<file path="config.mk">
export PLATFORM = sky130hd
export DESIGN_NAME = alu_arbiter
export DESIGN_NICKNAME = d
export VERILOG_FILES = /design/src/rtl/alu_arbiter.sv
export SDC_FILE = /design/constraint.sdc
export NUM_CORES = 1
export LEC_CHECK = 0
export CORE_MARGIN = 5
export CORE_UTILIZATION = 36
export DETAILED_ROUTE_END_ITERATION = 10
export GPL_TIMING_DRIVEN = 0
export PLACE_DENSITY_LB_ADDON = 0.25
export SLEW_MARGIN = 25
export SYNTH_ARGS = -nofsm -noshare
export SYNTH_HDL_FRONTEND = slang
export SYNTH_SLANG_ARGS = --single-unit
</file>
<file path="constraint.sdc">
create_clock -name clk_i -period 1.98 [get_ports clk_i]
set_input_delay 0.297 -clock clk_i [delete_from_list [all_inputs] [get_ports clk_i]]
set_output_delay 0.297 -clock clk_i [all_outputs]
set_load 0.02 [all_outputs]
</file>
<file path="src/rtl/alu_arbiter.sv">
// ---------------------------------------------------------------------------
// alu_arbiter
//
// Shares a single ALU between two requesters. One transaction is in flight at
// a time: a requester is granted in IDLE, its operands are latched and held on
// the ALU inputs during EXEC (one cycle, or MUL_LAT cycles for a multiply),
// the ALU result is captured, and the response is held in RESP until the
// consumer takes it. Simultaneous requests are resolved round-robin.
//
// Ports
//   clk_i        in   1   clock, all state updates on the rising edge
//   rst_i        in   1   synchronous active-high reset
//   req_valid_i  in   2   per-requester request valid
//   req_ready_o  out  2   per-requester accept (combinational)
//   req_src1_i   in  64   operand 1, requester n in bits [32n+31:32n]
//   req_src2_i   in  64   operand 2, same packing
//   req_ctr_i    in   6   ALU control code, requester n in bits [3n+2:3n]
//   alu_src1_o   out 32   operand 1 to the shared ALU
//   alu_src2_o   out 32   operand 2 to the shared ALU
//   alu_ctr_o    out  3   control code to the shared ALU
//   alu_data_i   in  32   ALU result
//   alu_zero_i   in   1   ALU zero flag
//   rsp_valid_o  out  1   response valid
//   rsp_ready_i  in   1   response consumer ready
//   rsp_id_o     out  1   requester that owns the response
//   rsp_data_o   out 32   captured ALU result
//   rsp_zero_o   out  1   captured ALU zero flag
//   busy_o       out  1   high whenever a transaction is in flight
// ---------------------------------------------------------------------------
module alu_arbiter #(
    parameter int unsigned MUL_LAT = 3
) (
    input  logic        clk_i,
    input  logic        rst_i,
    input  logic [1:0]  req_valid_i,
    output logic [1:0]  req_ready_o,
    input  logic [63:0] req_src1_i,
    input  logic [63:0] req_src2_i,
    input  logic [5:0]  req_ctr_i,
    output logic [31:0] alu_src1_o,
    output logic [31:0] alu_src2_o,
    output logic [2:0]  alu_ctr_o,
    input  logic [31:0] alu_data_i,
    input  logic        alu_zero_i,
    output logic        rsp_valid_o,
    input  logic        rsp_ready_i,
    output logic        rsp_id_o,
    output logic [31:0] rsp_data_o,
    output logic        rsp_zero_o,
    output logic        busy_o
);

    localparam logic [2:0] CTR_MUL = 3'b101;

    typedef enum logic [1:0] {
        IDLE = 2'd0,
        EXEC = 2'd1,
        RESP = 2'd2
    } state_t;

    state_t      r_state;
    state_t      w_nextState;

    logic [3:0]  r_cnt;
    logic [31:0] r_src1;
    logic [31:0] r_src2;
    logic [2:0]  r_ctr;
    logic        r_id;
    logic        r_lastGrant;
    logic [31:0] r_rspData;
    logic        r_rspZero;

    logic        w_grantId;
    logic        w_accept;
    logic [31:0] w_selSrc1;
    logic [31:0] w_selSrc2;
    logic [2:0]  w_selCtr;

    // Pick the requester that would be served this cycle. A lone requester
    // always wins; when both ask, the one not granted last time wins.
    always_comb begin
        w_grantId = 1'b0;
        case (req_valid_i)
            2'b01:   w_grantId = 1'b0;
            2'b10:   w_grantId = 1'b1;
            2'b11:   w_grantId = ~r_lastGrant;
            default: w_grantId = 1'b0;
        endcase
    end

    // A transfer happens only in IDLE, outside reset, while the granted
    // requester is still presenting its request.
    assign w_accept  = (r_state == IDLE) && !rst_i && req_valid_i[w_grantId];

    assign w_selSrc1 = w_grantId ? req_src1_i[63:32] : req_src1_i[31:0];
    assign w_selSrc2 = w_grantId ? req_src2_i[63:32] : req_src2_i[31:0];
    assign w_selCtr  = w_grantId ? req_ctr_i[5:3]    : req_ctr_i[2:0];

    // State register.
    always_ff @(posedge clk_i) begin
        if (rst_i) begin
            r_state <= IDLE;
        end else begin
            r_state <= w_nextState;
        end
    end

    // Next-state logic. RESP always returns to IDLE first, so a new grant
    // can never be issued in the same cycle a response is consumed.
    always_comb begin
        w_nextState = r_state;
        case (r_state)
            IDLE:    if (w_accept)          w_nextState = EXEC;
            EXEC:    if (r_cnt == 4'd0)     w_nextState = RESP;
            RESP:    if (rsp_ready_i)       w_nextState = IDLE;
            default:                        w_nextState = IDLE;
        endcase
    end

    // Datapath registers: latch the granted request, count down the
    // multiply latency, and capture the ALU result on the last EXEC cycle.
    // The lastGrant reset value of 1 makes requester 0 win the first tie.
    always_ff @(posedge clk_i) begin
        if (rst_i) begin
            r_cnt       <= 4'd0;
            r_src1      <= 32'd0;
            r_src2      <= 32'd0;
            r_ctr       <= 3'd0;
            r_id        <= 1'b0;
            r_lastGrant <= 1'b1;
            r_rspData   <= 32'd0;
            r_rspZero   <= 1'b0;
        end else begin
            if (w_accept) begin
                r_src1      <= w_selSrc1;
                r_src2      <= w_selSrc2;
                r_ctr       <= w_selCtr;
                r_id        <= w_grantId;
                r_lastGrant <= w_grantId;
                r_cnt       <= (w_selCtr == CTR_MUL) ? 4'(MUL_LAT - 1) : 4'd0;
            end
            if (r_state == EXEC) begin
                if (r_cnt == 4'd0) begin
                    r_rspData <= alu_data_i;
                    r_rspZero <= alu_zero_i;
                end else begin
                    r_cnt <= r_cnt - 4'd1;
                end
            end
        end
    end

    // Output logic. Only the granted requester can see ready, and only in
    // IDLE outside reset.
    always_comb begin
        req_ready_o = 2'b00;
        if ((r_state == IDLE) && !rst_i) begin
            req_ready_o[w_grantId] = req_valid_i[w_grantId];
        end
        rsp_valid_o = (r_state == RESP);
        busy_o      = (r_state != IDLE);
    end

    // The ALU only ever sees the latched operands, so its inputs stay
    // stable for the whole EXEC phase regardless of requester activity.
    assign alu_src1_o = r_src1;
    assign alu_src2_o = r_src2;
    assign alu_ctr_o  = r_ctr;
    assign rsp_id_o   = r_id;
    assign rsp_data_o = r_rspData;
    assign rsp_zero_o = r_rspZero;

endmodule
</file>
==> load_flow_metrics.sql, run 1 <==
INSERT INTO impl_metrics (metric_group, metric, value, unit) VALUES
('outcome', 'status', 'finished, final reports clean', ''),
('sta', 'slew_violations', '0', ''),
('sta', 'final_min_period_over_clock_period', '0.945', ''),
('finish', 'nFillCells', '975', ''),
('power_and_ir_drop', 'vdd_drop_max', '702', 'µV'),
('route', 'drt-pass1-iter-count', '6', ''),
('hold_path', 'worstHoldStart', 'rst_i', ''),
('sta', 'timing.slew.headroom', '0.595', ''),
('sta', 'hold_violations', '0', ''),
('finish', 'nNetsFinal', '907', ''),
('global_routing', 'first_pass_grt_wire_length', '23900', 'µm'),
('synthesis', 'synth_cell_type_count', '35', ''),
('synthesis', 'ys_dominant_reg_cell', 'sky130_fd_sc_hd__dfxtp_1', ''),
('finish', 'synthToLayoutAreaGrowth', '76.0', '%'),
('hold_path', 'worst_hold_path_type', 'primary input to flip-flop', ''),
('worst_setup_path', 'worst_r2r_startpoint', 'r_cnt[0]', ''),
('sta', 'count_of_final_setup_violators', '0', ''),
('worst_setup_path', 'crit_path_max_fanout', '18', ''),
('sta', 'worst_pin_slew', '0.608', 'ns'),
('synthesis', 'synth_area_per_cell', '9.42', 'µm²'),
('route', 'vias', '4542', ''),
('worst_setup_path', 'critical_path_data_required_time', '1.68', 'ns'),
('power_and_ir_drop', 'internal_power', '3.99', 'mW'),
('worst_setup_path', 'worst_ep_arrival_time', '1.57', 'ns'),
('cts', 'cts_tree', 'yes', ''),
('floorplan', 'die-width', '118', 'µm'),
('power_and_ir_drop', 'clock_power_share', '0.308', ''),
('cts', 'cts_made_buffers', '9', ''),
('synthesis', 'synth_warn', '0', ''),
('cts', 'clkSlewWorstSetupHoldPaths', '0.07', 'ns'),
('sta', 'clock_skew', '0.00554', 'ns'),
('cts', 'clock_sink_count', '108', ''),
('worst_setup_path', 'path_buf_inv', '2', ''),
('synthesis', 'number_of_enable_flip_flop_cells_after_synthesis', '0', ''),
('synthesis', 'ys_async_sr_fraction', '0', ''),
('sta', 'fin_hold_ws', '0.396', 'ns'),
('global_routing', 'grt_antenna_before_repair', '0', ''),
('power_and_ir_drop', 'power.share.switching', '0.272', ''),
('synthesis', 'synthesis.instances', '448', ''),
('route', 'routed_wl', '15100', 'µm'),
('finish', 'share_of_final_layout_standard_cells_stronger_than_drive_strength_1', '0.0718', ''),
('worst_setup_path', 'max_stage_delay', '0.35', 'ns'),
('place', 'detailed_place_hpwl', '11900', 'µm'),
('floorplan', 'design.die.area', '14000', 'µm²'),
('global_routing', 'first_global_vias', '4753', ''),
('worst_setup_path', 'worst_setup_path_start_kind', 'flip-flop', ''),
('worst_setup_path', 'critPathCaptureType', 'output pin', ''),
('power_and_ir_drop', 'cellPowerDensity', '738', 'nW/µm²'),
('cts', 'cts_max_path_buffers', '2', ''),
('finish', 'final_area', '7430', 'µm²'),
('synthesis', 'ys_seq_elements', '108', ''),
('place', 'postPlaceCellArea', '7150', 'µm²'),
('global_routing', 'total_global_route_track_usage', '0.207', ''),
('route', 'drt-wirelength-per-cell', '17.1', 'µm'),
('synthesis', 'synth-seq-area-share', '0.512', ''),
('floorplan', 'io_pins', '277', ''),
('worst_setup_path', 'worstPathCellList', 'nor3_4 -> and3_1 -> buf_6 -> buf_4', ''),
('power_and_ir_drop', 'seqPwrFrac', '0.440', ''),
('worst_setup_path', 'worstSetupPathType', 'flip-flop to output pin', ''),
('worst_setup_path', 'cpMaxStageDelayCell', 'sky130_fd_sc_hd__dfxtp_2', ''),
('power_and_ir_drop', 'power.share.combinational', '0.252', ''),
('global_routing', 'globalRouteOverflowTotal', '0', ''),
('sta', 'rsz_0062_raised_after_global_routing', 'false', ''),
('finish', 'insertedDiodeCount', '0', ''),
('cts', 'number_of_levels_in_the_clock_h_tree', '3', ''),
('floorplan', 'core_area', '11500', 'µm²'),
('power_and_ir_drop', 'p_leak', '2.75', 'nW'),
('cts', 'clock_tree.root_cell', 'sky130_fd_sc_hd__clkbuf_16', ''),
('route', 'drt_drc_violations_left', '0', ''),
('place', 'buffer_ports.inserted', '275', ''),
('route', 'post_drt_via_cell_ratio', '5.16', '');
metal layers:
metal,up-vias,global-route usage,part of all wire
met5,-,0,0
met4,0,0.0724,0.028
met3,32,0.0769,0.085
met2,177,0.369,0.51
met1,2135,0.226,0.38
li1,2198,-,-
metrics by stage:
step	TNS (ns)	setup slack (ns)	cells	util
final	0	0.110	881	0.648
after global routing	0	0.0373	881	0.648
after CTS	-0.00379	-0.00379	882	0.649
after detailed placement	-5.00	-0.553	866	0.624
after global placement	-1.37	-0.539	866	0.624
after floorplan	0	0.531	448	-
worst min-delay path, delay by kind of cell:
family | cells | cell delay (ns)
compound gates | 1 | 0.11
buf+inv | 2 | 0.29
state kept, by name (all words and copies together), names as in the netlist:
register,flops
r_state,2
rsp_id_o,1
r_cnt,4
r_lastGrant,1
alu_src1_o,32
rsp_zero_o,1
alu_src2_o,32
alu_ctr_o,3
rsp_data_o,32
path summary, 6_finish.rpt:
| kind | end | depth (start not counted) | slack [ns] |
|---|---|---|---|
| max reg2reg | rsp_data_o[26] | 8 | 0.24 |
| min reg2reg | rsp_data_o[7] | 2 | 0.46 |
| min | r_cnt[0] | 3 | 0.40 |
| max | req_ready_o[0] | 4 | 0.11 |
synth_stat cells (2+ instances only):
cell | number | area share
sky130_fd_sc_hd__nor2b_1 | 2 | 0.0030
sky130_fd_sc_hd__buf_6 | 9 | 0.024
sky130_fd_sc_hd__clkbuf_1 | 16 | 0.014
sky130_fd_sc_hd__nor2_1 | 71 | 0.063
sky130_fd_sc_hd__a31oi_1 | 2 | 0.0030
sky130_fd_sc_hd__dfxtp_1 | 108 | 0.51
sky130_fd_sc_hd__o21a_1 | 2 | 0.0036
sky130_fd_sc_hd__a31o_2 | 3 | 0.0062
sky130_fd_sc_hd__a21oi_1 | 37 | 0.044
sky130_fd_sc_hd__nand2_1 | 66 | 0.059
sky130_fd_sc_hd__a222oi_1 | 44 | 0.10
sky130_fd_sc_hd__inv_1 | 3 | 0.0027
sky130_fd_sc_hd__or2_2 | 2 | 0.0030
sky130_fd_sc_hd__a211oi_1 | 22 | 0.039
sky130_fd_sc_hd__buf_4 | 2 | 0.0036
sky130_fd_sc_hd__mux2i_1 | 22 | 0.052
sky130_fd_sc_hd__nand2b_1 | 5 | 0.0074
sky130_fd_sc_hd__buf_2 | 14 | 0.017
sky130_fd_sc_hd__and3_1 | 2 | 0.0030
logic make-up (layout without fill, tap and decap cells):
family / count (synthesis) / count (layout) / share of synthesized area
AND/OR/NAND/NOR: 157 / 157 / 0.157
flip-flops: 108 / 108 / 0.512
buffers and inverters: 44 / 334 / 0.0611
multiplexers: 22 / 22 / 0.0522
AO/OA/AOI/OAI: 116 / 116 / 0.214
adder cells (fa/ha/maj): 1 / 1 / 0.00297
what timing repair did:
item,4_1_cts,5_1_grt
resized for setup,10,3
pin swaps,2,2
buffers inserted,1,0
endpoints found under the setup margin,2,3
power by group through the flow:
stage               registers, mW  logic (mW)  clock network, mW
finish                       2.41        1.38               1.69
global route                 2.43        1.48               1.81
CTS                          2.41        1.40               1.73
detailed placement           2.46        1.39                  0
global placement             2.45        1.36                  0
floorplan                    2.63       0.439                  0
cells in the final DEF, fill, tap and decap left out, types with 2 or more instances in the layout:
cell / netlist / final
sky130_fd_sc_hd__nor2b_1: 2 / 2
sky130_fd_sc_hd__or2_2: 2 / 2
sky130_fd_sc_hd__o21a_1: 2 / 2
sky130_fd_sc_hd__a21oi_1: 37 / 37
sky130_fd_sc_hd__clkbuf_1: 16 / 16
sky130_fd_sc_hd__dfxtp_1: 108 / 107
sky130_fd_sc_hd__inv_1: 3 / 3
sky130_fd_sc_hd__clkinv_2: 0 / 2
sky130_fd_sc_hd__nor2_1: 71 / 71
sky130_fd_sc_hd__a222oi_1: 44 / 44
sky130_fd_sc_hd__a31oi_1: 2 / 2
sky130_fd_sc_hd__clkdlybuf4s50_1: 0 / 272
sky130_fd_sc_hd__and3_1: 2 / 2
sky130_fd_sc_hd__nand2_1: 66 / 66
sky130_fd_sc_hd__buf_4: 2 / 5
sky130_fd_sc_hd__buf_6: 9 / 8
sky130_fd_sc_hd__clkbuf_8: 0 / 2
sky130_fd_sc_hd__a31o_2: 3 / 3
sky130_fd_sc_hd__a211oi_1: 22 / 22
sky130_fd_sc_hd__nand2b_1: 5 / 5
sky130_fd_sc_hd__mux2i_1: 22 / 22
sky130_fd_sc_hd__clkbuf_16: 0 / 9
sky130_fd_sc_hd__buf_2: 14 / 14
sky130_fd_sc_hd__clkinvlp_4: 0 / 2
layout make-up:
| type | count | area, µm² | area share |
|---|---|---|---|
| repair buffers | 276 | 2760 | 0.371 |
| well taps | 143 | 179 | 0.0241 |
| flip-flops and latches | 108 | 2160 | 0.291 |
| clock buffers | 11 | 253 | 0.0340 |
| inverters | 3 | 11.3 | 0.00152 |
| plain buffers | 40 | 238 | 0.0320 |
| clock inverters | 4 | 25.0 | 0.00337 |
| multi-input cells | 296 | 1800 | 0.243 |
(Power assumes the default switching activity.)
==> run 2, diff against run 1 <==
- SLEW_MARGIN: 25 -> default
==> results of run 2 <==
Same layout as run 1: the final DEF is identical, and so are final timing and power.
